File: src/rtl/axis_nuc_coef_split.sv
// axis_nuc_coef_split
//   Splits one interleaved NUC coefficient stream (gain word, offset word,
//   gain word, ...) into separate gain and offset AXI4-Stream channels.
//   Each channel has its own 2-entry FIFO. Per-line TLAST is generated from
//   a pair counter. Input TLAST framing is checked and resynchronised.
// Ports
//   axis_aclk / axis_aresetn        clock, async active-low reset
//   s_axis_coef_*                   packed input (even beat gain, odd beat offset)
//   m_axis_gain_*                   gain words, TLAST on last word of line
//   m_axis_ofst_*                   offset words, TLAST on last word of line
//   err_clr                         synchronous clear of sticky flags
//   err_early                       sticky: early TLAST or TLAST on gain word
//   err_missing                     sticky: line end without TLAST

module axis_nuc_coef_split_fifo2 #(
  parameter int unsigned W = 33
) (
  input  logic         clk,
  input  logic         rst_n,
  input  logic         push,
  input  logic [W-1:0] push_data,
  input  logic         pop,
  output logic         full,
  output logic         valid,
  output logic [W-1:0] head
);
  logic [W-1:0] slot0_q, slot0_d;
  logic [W-1:0] slot1_q, slot1_d;
  logic         wr_ptr_q, wr_ptr_d;
  logic         rd_ptr_q, rd_ptr_d;
  logic [1:0]   cnt_q, cnt_d;
  logic         do_push, do_pop;

  always_comb begin
    do_pop   = pop && (cnt_q != 2'd0);
    // A push into a full FIFO only lands if the same edge frees a slot.
    do_push  = push && ((cnt_q != 2'd2) || do_pop);
    slot0_d  = slot0_q;
    slot1_d  = slot1_q;
    wr_ptr_d = wr_ptr_q;
    rd_ptr_d = rd_ptr_q;
    cnt_d    = cnt_q;
    if (do_push) begin
      if (wr_ptr_q) begin
        slot1_d = push_data;
      end else begin
        slot0_d = push_data;
      end
      wr_ptr_d = ~wr_ptr_q;
    end
    if (do_pop) begin
      rd_ptr_d = ~rd_ptr_q;
    end
    case ({do_push, do_pop})
      2'b10:   cnt_d = cnt_q + 2'd1;
      2'b01:   cnt_d = cnt_q - 2'd1;
      default: cnt_d = cnt_q;
    endcase
  end

  always_ff @(posedge clk or negedge rst_n) begin
    if (!rst_n) begin
      slot0_q  <= '0;
      slot1_q  <= '0;
      wr_ptr_q <= 1'b0;
      rd_ptr_q <= 1'b0;
      cnt_q    <= 2'd0;
    end else begin
      slot0_q  <= slot0_d;
      slot1_q  <= slot1_d;
      wr_ptr_q <= wr_ptr_d;
      rd_ptr_q <= rd_ptr_d;
      cnt_q    <= cnt_d;
    end
  end

  assign full  = (cnt_q == 2'd2);
  assign valid = (cnt_q != 2'd0);
  assign head  = rd_ptr_q ? slot1_q : slot0_q;
endmodule

module axis_nuc_coef_split #(
  parameter int unsigned LINE_PAIRS = 320
) (
  input  logic        axis_aclk,
  input  logic        axis_aresetn,
  input  logic [31:0] s_axis_coef_tdata,
  input  logic        s_axis_coef_tvalid,
  output logic        s_axis_coef_tready,
  input  logic        s_axis_coef_tlast,
  output logic [31:0] m_axis_gain_tdata,
  output logic        m_axis_gain_tvalid,
  input  logic        m_axis_gain_tready,
  output logic        m_axis_gain_tlast,
  output logic [31:0] m_axis_ofst_tdata,
  output logic        m_axis_ofst_tvalid,
  input  logic        m_axis_ofst_tready,
  output logic        m_axis_ofst_tlast,
  input  logic        err_clr,
  output logic        err_early,
  output logic        err_missing
);
  localparam int unsigned CNT_W = (LINE_PAIRS > 1) ? $clog2(LINE_PAIRS) : 1;
  localparam logic [CNT_W-1:0] LAST_PAIR = CNT_W'(LINE_PAIRS - 1);

  typedef enum logic [1:0] {
    ST_GAIN = 2'd0,
    ST_OFST = 2'd1,
    ST_PAD  = 2'd2
  } state_e;

  state_e           state_q, state_d;
  logic [CNT_W-1:0] pair_cnt_q, pair_cnt_d;
  logic             err_early_q, err_early_d;
  logic             err_missing_q, err_missing_d;
  logic             run_q, run_d;

  logic        gain_full, gain_valid, gain_push;
  logic        ofst_full, ofst_valid, ofst_push;
  logic [32:0] gain_head, ofst_head;
  logic [32:0] gain_wdata, ofst_wdata;
  logic        accept, last_pair, word_last;

  assign last_pair = (pair_cnt_q == LAST_PAIR);
  assign word_last = last_pair | s_axis_coef_tlast;
  assign accept    = s_axis_coef_tvalid & s_axis_coef_tready;

  // State register
  always_ff @(posedge axis_aclk or negedge axis_aresetn) begin
    if (!axis_aresetn) begin
      state_q       <= ST_GAIN;
      pair_cnt_q    <= '0;
      err_early_q   <= 1'b0;
      err_missing_q <= 1'b0;
      run_q         <= 1'b0;
    end else begin
      state_q       <= state_d;
      pair_cnt_q    <= pair_cnt_d;
      err_early_q   <= err_early_d;
      err_missing_q <= err_missing_d;
      run_q         <= run_d;
    end
  end

  // Next state, pair counter and sticky errors (a new error beats err_clr)
  always_comb begin
    state_d       = state_q;
    pair_cnt_d    = pair_cnt_q;
    err_early_d   = err_clr ? 1'b0 : err_early_q;
    err_missing_d = err_clr ? 1'b0 : err_missing_q;
    run_d         = 1'b1;
    case (state_q)
      ST_GAIN: begin
        if (accept) begin
          if (s_axis_coef_tlast) begin
            err_early_d = 1'b1;
            state_d     = ST_PAD;
          end else begin
            state_d = ST_OFST;
          end
        end
      end
      ST_OFST: begin
        if (accept) begin
          state_d = ST_GAIN;
          if (last_pair) begin
            pair_cnt_d = '0;
            if (!s_axis_coef_tlast) begin
              err_missing_d = 1'b1;
            end
          end else if (s_axis_coef_tlast) begin
            pair_cnt_d  = '0;
            err_early_d = 1'b1;
          end else begin
            pair_cnt_d = pair_cnt_q + CNT_W'(1);
          end
        end
      end
      ST_PAD: begin
        if (!ofst_full) begin
          pair_cnt_d = '0;
          state_d    = ST_GAIN;
        end
      end
      default: state_d = ST_GAIN;
    endcase
  end

  // Outputs: input ready and FIFO writes
  always_comb begin
    s_axis_coef_tready = 1'b0;
    gain_push          = 1'b0;
    ofst_push          = 1'b0;
    gain_wdata         = {word_last, s_axis_coef_tdata};
    ofst_wdata         = {word_last, s_axis_coef_tdata};
    case (state_q)
      ST_GAIN: begin
        s_axis_coef_tready = run_q & ~gain_full;
        gain_push          = s_axis_coef_tvalid & run_q & ~gain_full;
      end
      ST_OFST: begin
        s_axis_coef_tready = run_q & ~ofst_full;
        ofst_push          = s_axis_coef_tvalid & run_q & ~ofst_full;
      end
      ST_PAD: begin
        // Zero offset word closes a line that ended on a gain word.
        ofst_push  = ~ofst_full;
        ofst_wdata = {1'b1, 32'h0000_0000};
      end
      default: begin
        s_axis_coef_tready = 1'b0;
      end
    endcase
  end

  axis_nuc_coef_split_fifo2 #(.W(33)) u_gain_fifo (
    .clk       (axis_aclk),
    .rst_n     (axis_aresetn),
    .push      (gain_push),
    .push_data (gain_wdata),
    .pop       (m_axis_gain_tready),
    .full      (gain_full),
    .valid     (gain_valid),
    .head      (gain_head)
  );

  axis_nuc_coef_split_fifo2 #(.W(33)) u_ofst_fifo (
    .clk       (axis_aclk),
    .rst_n     (axis_aresetn),
    .push      (ofst_push),
    .push_data (ofst_wdata),
    .pop       (m_axis_ofst_tready),
    .full      (ofst_full),
    .valid     (ofst_valid),
    .head      (ofst_head)
  );

  assign m_axis_gain_tvalid = gain_valid;
  assign m_axis_gain_tdata  = gain_head[31:0];
  assign m_axis_gain_tlast  = gain_head[32];
  assign m_axis_ofst_tvalid = ofst_valid;
  assign m_axis_ofst_tdata  = ofst_head[31:0];
  assign m_axis_ofst_tlast  = ofst_head[32];
  assign err_early          = err_early_q;
  assign err_missing        = err_missing_q;
endmodule

File: config.mk
export PLATFORM = sky130hd
export DESIGN_NAME = axis_nuc_coef_split
export DESIGN_NICKNAME = d
export VERILOG_FILES = /design/src/rtl/axis_nuc_coef_split.sv
export SDC_FILE = /design/constraint.sdc
export NUM_CORES = 1
export LEC_CHECK = 0
export ABC_AREA = 0
export CAP_MARGIN = 20
export CORE_ASPECT_RATIO = 1.2
export CORE_UTILIZATION = 55
export DETAILED_ROUTE_END_ITERATION = 8
export PLACE_DENSITY = 0.81
export SLEW_MARGIN = 20
export SYNTH_ARGS = -nofsm -noshare
export SYNTH_HDL_FRONTEND = slang
export SYNTH_HIERARCHICAL = 1
export SYNTH_SLANG_ARGS = --single-unit
File: constraint.sdc
create_clock -name axis_aclk -period 3.6 [get_ports axis_aclk]
set_input_delay 0.54 -clock axis_aclk [delete_from_list [all_inputs] [get_ports axis_aclk]]
set_output_delay 0.54 -clock axis_aclk [all_outputs]
set_load 0.02 [all_outputs]
Yosys cells after proc, flatten, opt, wreduce, memory -nomap -nowiden
Cells that the tools add are included.
{"block": "classes", "add_sub_neg": 5, "mul": 0, "div": 0, "magnitude_cmp": 0, "eq_ne": 14, "n_shift": 0, "n_mux": 29, "bitwise_logic": 13, "reduce_logical": 18}
{"cell": "2-to-1 mux 33 bit", "count": 3}
{"cell": "2-to-1 mux 9 bit", "count": 4}
{"cell": "case mux 9 bit (2 select lines)", "count": 1}
{"cell": "2-to-1 mux 1 bit", "count": 11}
{"cell": "== test 2 bit, second input constant", "count": 5}
{"cell": "inequality test 2 bit, second input constant", "count": 5}
{"cell": "nonzero test 2 bit", "count": 5}
{"cell": "adder 9 x 1 -> 9 bit, second input constant", "count": 1}
{"cell": "== test 9 bit, second input constant", "count": 1}
{"cell": "2-to-1 mux 2 bit", "count": 4}
{"cell": "case mux 2 bit (2 select lines)", "count": 2}
{"cell": "AND reduction 2 bit", "count": 4}
{"cell": "AND 1 bit", "count": 6}
{"cell": "== test 2 x 1 -> 1 bit, second input constant", "count": 3}
{"cell": "NOT 1 bit", "count": 6}
{"cell": "case mux 1 bit (2 select lines)", "count": 3}
{"cell": "case mux 2 bit (3 select lines)", "count": 1}
{"cell": "AND reduction 3 bit", "count": 2}
{"cell": "adder 2 x 1 -> 2 bit, second input constant", "count": 2}
{"cell": "logical AND 1 bit", "count": 4}
{"cell": "subtractor 2 x 1 -> 2 bit, second input constant", "count": 2}
{"cell": "logical NOT 2 bit", "count": 1}
{"cell": "logical OR 1 bit", "count": 2}
{"cell": "bitwise OR 1 bit", "count": 1}
{"block": "totals", "ff_bits": 154, "latch_bits": 0, "mem_bits_rw": 0, "rom_bits": 0, "input_bits": 39, "output_inout_bits": 71, "wordCells": 94, "memories": 0}

Depth between registers and ports, before layout
Gate-level depths: netlist of the first run.
{"block": "depth", "word_depth": 7, "ltp_mapped": 9, "ltp_nobuf": 7}

Cells and area by module
Netlist of the first run, hierarchy kept.
{"mod": "axis_nuc_coef_split_fifo2", "instances": 2, "cells_per_inst": 202, "area_each_um2": 3178.0, "seq_area_each_um2": 1751.7}
{"mod": "axis_nuc_coef_split", "instances": 1, "cells_per_inst": 136, "area_each_um2": 1121.1, "seq_area_each_um2": 350.3}

Worst setup path after synthesis of the first run
Ideal clock, no wire load.
{"block": "synth_timing", "kind": "reg2reg", "startpoint": "register state_q[0]", "endpoint": "register u_ofst_fifo.slot0_q[23]", "setup_time_ps": 125, "t_arrival_ps": 2416, "t_required_ps": 3475, "path_slack_ps": 1059, "path_stages_with_launch": 10, "n_path_buf": 2, "synth_period_minus_slack_ps": 2541, "path_cell_list": "dfrtp_1 inv_1 ha_1 clkbuf_1 a31oi_1 nor3b_1 inv_2 nor3_4 buf_6 mux2_2"}
{"block": "synth_via", "elab_chain_len": 4, "word_cells_on_any_way": 6, "cone_classes": "eq/ne: 2; mux: 2; reduce/logical: 2"}
{"element": "start, declared", "line_no": "112", "text": "state_e state_q, state_d;"}
{"element": "start signal, assigned", "line_no": "137", "text": "state_q <= state_d;"}
{"element": "== test 2 bit / == test 2 x 1 -> 1 bit (equally long branches)", "line_no": "196", "text": "case (state_q)"}
{"element": "case mux 1 bit (2 select lines) *", "line_no": "196"}
{"element": "net ofst_push", "line_no": "119", "text": "logic ofst_full, ofst_valid, ofst_push;"}
{"element": "logical AND 1 bit *", "line_no": "37", "text": "do_push = push && ((cnt_q != 2'd2) || do_pop);"}
{"element": "AND reduction 2 bit (no line) *"}
{"element": "end signal, assigned", "line_no": "69", "text": "slot0_q <= slot0_d;"}
{"element": "end, declared", "line_no": "27", "text": "logic [W-1:0] slot0_q, slot0_d;"}
The timed path passes the listed nets; every way through them passes the cells marked *.
A chain may end at the register's enable or synchronous reset.

Worst setup path after layout of the first run
{"block": "layout_timing", "startpoint": "register state_q[1]", "endpoint": "register u_ofst_fifo.slot0_q[19]"}
Same word-level chain as after synthesis.

==> results.cfg, run 1 <==
[setup_path]
cp_data_arrival_time_ns = 3.27
timing.critical_path.required_ns = 3.90
worst_setup_path_start_kind = flip-flop
timing.critical_path.to_type = flip-flop
worstPathMaxFanout = 33
rr_worst_depth = 8
setup.reg_to_reg.worst_slack_ns = 0.63
worst_r2r_startpoint = state_q[1]$_DFFE_PN0P_
critPathKind = flip-flop to flip-flop
critical_path.reg2reg.endpoint = u_ofst_fifo/slot0_q[19]$_DFFE_PN0P_

[status]
status = completed

[finish]
layoutNonFillerInstCount = 831
syn2layout_area_growth_pct = 23.6
antenna_cells_inserted = 0
n_fill_cell = 977
final-seq-area_sq_um = 3860
layout.cell_area.non_filler_sq_um = 9240
final_layout_size_suffix_gt1_share_pct = 38.2
multi_input_gate_area_in_the_final_layout_sq_um = 3370
nNetsFinal = 694

[timing]
timing.final.max_slew_violations = 0
grt_setup_unrepaired = no
finalHoldWorstSlack_ns = 0.158
timing.max_slew.rel_slack_pct = 37.3
tightest_slew_ns = 0.941
final_period_minus_worst_setup_slack_ns = 2.97
setup_tns_ns = 0
fmax_mhz = 336
fin_crit_sh_pct = 82.6
setup-violations-final = 0
timing_hold_violations_final = 0
fin_skew_ns = 0.00605

[yosys]
syn_inst = 540
post_synth_instance_area_sq_um = 7480
synth_area_leader_cell = dfrtp_1
synth_top_cell_area_share_pct = 51.5
mappedNetlistNets = 584
synth.most_common_cell = mux2_2
synth-seq-cells = 154
synth_seq_area_share_pct = 51.5
netlist_top_cells_count = mux2_2 (164), dfrtp_1 (154), mux2_4 (34), nor2b_1 (32)
synth_async_sr_flop_share_pct = 100
ys_warn_count = 6
post_synth.cell_area_avg_sq_um = 13.8
post_synth_main_area_contributors = dfrtp_1 (52%), mux2_2 (25%), mux2_4 (6.8%)
synthFlopType = dfrtp_1
post_synth_num_cell_types = 48
synth-edff-count = 0

[clock_network]
post_cts.resized_instances = 0
postCtsHoldBufs = 0
cts_buffers = 17
htree_num_levels = 4
post_cts_buffers = 0
clock_sinks = 154
clkLatencyLatePin_ns = 0.42
max-clock-path-buffers = 2
cts.root.buffer_cell = clkbuf_16
clk_pin_slew_worst_paths_ns = 0.06
clock_tree_from_tritoncts = built

[floorplan]
floorplan.die.width_microns = 108
die_height_microns = 130
top_level_ports = 110
fp.coreArea_sq_um = 13200
floorplan.rows = 46
dieArea_sq_um = 14100
floorplan.initialDensity_pct = 56.5

[job]
maxCapViolations = 0

[grt]
first_global_vias = 5148
grt_usage_pct = 24.6
gr-total-overflow = 0
antenna_found_initial = 0
grt_max_degree = 85
wire_length_of_the_first_global_routing_pass_mm = 26.2

[route]
detail_route.iter0.violations = 190
dr_total_vias = 4732
route.detailed.vias_per_inst = 5.69
first_pass_iters = 4
post_dr_wirelength_cell_microns = 19.5
detail_route.drc_violations = 0
route.final.wire_length_mm = 16.2
antenna_left = 0

[power]
total_power_mw = 9.20
power_density_nw_per_um2 = 996
ir_drop_mv = 0.632
cellLeakagePower_nw = 3.99

[worst_hold_path]
worst_hold_path_type = primary input to async pin

[placement]
placed_cells_incl_taps = 799
io_buffer_count = 109
dpl.hpwl_mm = 10.4
placedInstanceArea_sq_um = 8650
gp_congestion = 0.733
## state kept, by name, indices dropped and copies added, names as in the netlist
| name | count |
|---|---|
| u_ofst_fifo/rd_ptr_q | 1 |
| state_q | 2 |
| pair_cnt_q | 9 |
| u_ofst_fifo/slot0_q | 33 |
| u_gain_fifo/wr_ptr_q | 1 |
| u_gain_fifo/slot0_q | 33 |
| u_gain_fifo/cnt_q | 2 |
| u_gain_fifo/slot1_q | 33 |
| err_missing | 1 |
| u_ofst_fifo/cnt_q | 2 |
| u_ofst_fifo/wr_ptr_q | 1 |
| err_early | 1 |
| run_q | 1 |
| u_ofst_fifo/slot1_q | 33 |
| u_gain_fifo/rd_ptr_q | 1 |
## kinds of logic (layout without fill, tap and decap cells)
logic type | count (synthesis) | in the layout | synth area share (%)
multiplexers | 198 | 198 | 31.5
flip-flops | 154 | 154 | 51.5
AND/OR/NAND/NOR | 98 | 98 | 7.98
AO/OA/AOI/OAI | 41 | 41 | 4.12
buffers and inverters | 39 | 162 | 3.48
adder cells (fa/ha/maj) | 5 | 5 | 0.837
XOR/XNOR | 4 | 4 | 0.469
other | 1 | 1 | 0.0502
## area by class of cell
cell class / count / area share, %
sequential: 154 / 41.7
multi-input combinational: 347 / 36.4
timing repair buffer: 119 / 12.8
clock buffer: 23 / 5.06
tap: 168 / 2.27
clock inverter: 9 / 1.30
inverter: 11 / 0.447
## worst max-delay path by stage
stage	slack, ns	cells past startpoint	endpoint	from
4_1_cts	0.58	5	s_axis_coef_tready	state_q[1]$_DFFE_PN0P_
6_report	0.63	8	u_ofst_fifo/slot0_q[19]$_DFFE_PN0P_	state_q[1]$_DFFE_PN0P_
2_1_floorplan	1.06	9	u_ofst_fifo/slot0_q[23]$_DFFE_PN0P_	state_q[0]$_DFFE_PN0P_
5_1_grt	0.42	8	u_ofst_fifo/slot0_q[19]$_DFFE_PN0P_	state_q[1]$_DFFE_PN0P_
3_3_place_gp	0.68	7	u_ofst_fifo/slot0_q[2]$_DFFE_PN0P_	s_axis_coef_tvalid
3_5_place_dp	0.56	7	u_ofst_fifo/slot0_q[19]$_DFFE_PN0P_	s_axis_coef_tvalid
## power breakdown
group	switching, mW	leakage, nW	internal, mW
logic	1.91	1.78	2.42
clock network	0.666	0.294	1.12
registers	0.598	1.92	2.49
## per-stage QoR
| step | worst slack [ns] | utilization [%] |
|---|---|---|
| after floorplan | 1.06 | - |
| after global placement | 0.676 | 65.4 |
| after detailed placement | 0.562 | 65.4 |
| after CTS | 0.584 | 69.8 |
| after global routing | 0.419 | 69.8 |
| final | 0.627 | 69.8 |
## layout by cell type, fill, tap and decap left out, types with 7 or more instances in the layout
master and instances:
mux2_4 34, mux2_2 164, nor2b_1 32, nor3_1 9, buf_4 9, dfrtp_1 152
nor2_1 7, nand2_1 14, clkdlybuf4s50_1 108, o21ai_0 9, clkbuf_16 17, inv_1 9
nand3_1 11
## per-layer routing
layer,GRT usage [%],part of all wire (%),vias up
met5,0,0,-
met4,9.46,1.6,0
li1,-,-,2146
met1,30.7,43,2457
met3,5.64,3.3,21
met2,41.6,52,108
## critical path: stages (launching register included)
cell	delay, ns
dfrtp_1	0.40
inv_1	0.11
ha_1	0.32
a31oi_1	0.13
nor3b_1	0.58
inv_2	0.17
nor3_4	0.22
buf_4	0.48
mux2_2	0.42
Power figures use the tool's default switching activity.
==> inputs of run 2 (changes only) <==
--- a/config.mk
+++ b/config.mk
@@ -8,9 +8,9 @@
 export ABC_AREA = 0
 export CAP_MARGIN = 20
 export CORE_ASPECT_RATIO = 1.2
-export CORE_UTILIZATION = 55
+export CORE_UTILIZATION = 49
 export DETAILED_ROUTE_END_ITERATION = 8
-export PLACE_DENSITY = 0.81
+export PLACE_DENSITY = 0.76
 export SLEW_MARGIN = 20
 export SYNTH_ARGS = -nofsm -noshare
 export SYNTH_HDL_FRONTEND = slang
==> constraint.sdc (replaced) <==
create_clock -name axis_aclk -period 2.45 [get_ports axis_aclk]
set_input_delay 0.3675 -clock axis_aclk [delete_from_list [all_inputs] [get_ports axis_aclk]]
set_output_delay 0.3675 -clock axis_aclk [all_outputs]
set_load 0.02 [all_outputs]
==> results.cfg, run 2 (same netlist as run 1, synthesis figures left out) <==
[route]
post_dr_wirelength_cell_microns = 18.9
dr_total_vias = 4771
met3_wirelength_microns = 612
first_pass_iters = 4
antenna_left = 0
route.final.wire_length_mm = 16.6
detail_route.drc_violations = 0
route.detailed.vias_per_inst = 5.42
met1Wirelength_mm = 7.14
detail_route.iter0.violations = 173
highest_metal_used = met4
met2WireLength_mm = 8.48

[status]
status = completed

[placement]
placed_cells_incl_taps = 841
io_buffer_count = 109
dpl.hpwl_mm = 10.6
gp_congestion = 0.822

[job]
maxCapViolations = 0

[timing]
tightest_slew_ns = 0.660
timing.max_slew.rel_slack_pct = 56.0
timing_hold_violations_final = 0
setup_tns_ns = 0
fin_crit_sh_pct = 98.3
grt_setup_unrepaired = yes
fin_skew_ns = 0.00942
final_period_minus_worst_setup_slack_ns = 2.41
finalHoldWorstSlack_ns = 0.494
timing.final.max_slew_violations = 0
fmax_mhz = 415
setup-violations-final = 0

[finish]
layoutNonFillerInstCount = 881
finalCoreUtilization_pct = 63.8
layout_commonest_cell = mux2_2
final_layout_size_suffix_gt1_share_pct = 40.3
syn2layout_area_growth_pct = 27.7
final_cell_mix = mux2_2 (164), dfrtp_1 (152), clkdlybuf4s50_1 (107)
final-seq-area_sq_um = 3860
antenna_cells_inserted = 0
n_fill_cell = 1170
multi_input_gate_area_in_the_final_layout_sq_um = 3390
nNetsFinal = 708

[setup_path]
worst_r2r_startpoint = state_q[1]$_DFFE_PN0P_
setup.reg_to_reg.worst_slack_ns = 0.13
critPathKind = flip-flop to primary output
cp-endpoint = m_axis_gain_tdata[0]
largest_incremental_delay_on_the_critical_path_ns = 0.54
cp_data_arrival_time_ns = 2.04
rr_worst_depth = 9
worst_setup_path_startpoint = u_gain_fifo/rd_ptr_q$_DFFE_PN0P_
worstPathMaxFanout = 15
timing.critical_path.to_type = primary output
timing.critical_path.required_ns = 2.08
crit_path_cell_trace = buf_12, mux2_2, clkdlybuf4s50_1
worst_setup_path_start_kind = flip-flop
critical_path.reg2reg.endpoint = u_ofst_fifo/slot0_q[2]$_DFFE_PN0P_
cpMaxStageDelayCell = clkdlybuf4s50_1

[grt]
grt_usage_pct = 21.7
grt_max_degree = 70
wire_length_of_the_first_global_routing_pass_mm = 26.1
gr-total-overflow = 0
first_global_vias = 5188
antenna_found_initial = 0

[power]
power_density_nw_per_um2 = 1450
ir_drop_mv = 0.784
cellLeakagePower_nw = 4.10

[clock_network]
clk_pin_slew_worst_paths_ns = 0.06
clkLatencyLatePin_ns = 0.42
clock_tree_from_tritoncts = built
max-clock-path-buffers = 2
cts_buffers = 17
htree_num_levels = 4
clock_sinks = 154
cts.root.buffer_cell = clkbuf_16

[floorplan]
top_level_ports = 110
fp.coreArea_sq_um = 15000
dieArea_sq_um = 15800
floorplan.die.width_microns = 115
floorplan.initialDensity_pct = 50.0
floorplan.rows = 49
die_height_microns = 137

[worst_hold_path]
worst_hold_path_type = flip-flop to flip-flop
## run 2: cell count changes in the layout (fill, tap and decap cells not counted), moves of 2 or more
cell and change:
clkinv_2 -2, clkbuf_16 +2, clkbuf_8 +3, buf_6 +2, buf_4 +3, ha_2 +2, ha_1 -3, buf_12 +6
## run 2: metrics by stage
| step | worst slack [ns] | power (mW) | instance area, sq um |
|---|---|---|---|
| CTS | 0.00977 | 13.8 | 9440 |
| global route | -0.0328 | 14.5 | 9550 |
| floorplan | 0.0737 | 8.55 | 7480 |
| global placement | 0.0880 | 10.8 | 8820 |
| detailed placement | 0.0659 | 11.1 | 8820 |
| finish | 0.0416 | 13.8 | 9550 |
## run 2: per-layer routing
layer / GRT usage (%) / vias to the layer above
li1: - / 2182
met1: 26.4 / 2464
met2: 36.9 / 99
met3: 4.93 / 26
met4: 9.88 / 0
met5: 0 / -
## run 2: area by class of cell
cell class / count / area share (%)
Clock inverter: 7 / 0.917
Sequential cell: 154 / 40.4
Tap cell: 204 / 2.67
Inverter: 11 / 0.433
Multi-Input combinational cell: 347 / 35.6
Timing Repair Buffer: 133 / 14.7
Clock buffer: 25 / 5.29
## run 2: critical path, delay by kind of cell (launching register included)
| family | cells | cell delay [ns] |
|---|---|---|
| buffers and inverters | 2 | 0.74 |
| DFF | 1 | 0.49 |
| muxes | 1 | 0.37 |
## run 2: timing repair
item                                    CTS  global route
pin swaps                                 0             1
resized for setup                         6             4
gates cloned                              0             3
hold buffers                              1             0
endpoints found under the hold margin    67             0
setup buffers                             0             4
endpoints found under the setup margin    1             6
## run 2: worst min-delay path by stage
stage,to,slack [ns],startpoint,cells after the start
floorplan,err_early$_DFF_PN0_,0.07,axis_aresetn,0
global placement,u_gain_fifo/slot1_q[29]$_DFFE_PN0P_,0.41,axis_aresetn,1
detailed placement,u_gain_fifo/slot0_q[29]$_DFFE_PN0P_,0.42,axis_aresetn,1
CTS,err_missing$_DFF_PN0_,0.49,err_missing$_DFF_PN0_,2
global route,u_ofst_fifo/slot1_q[1]$_DFFE_PN0P_,0.52,u_ofst_fifo/slot1_q[1]$_DFFE_PN0P_,1
finish,err_missing$_DFF_PN0_,0.49,err_missing$_DFF_PN0_,2
## run 2: power breakdown
group          switching [mW]  internal [mW]
sequential              0.660           3.67
clock                   0.992           1.63
combinational            3.11           3.77
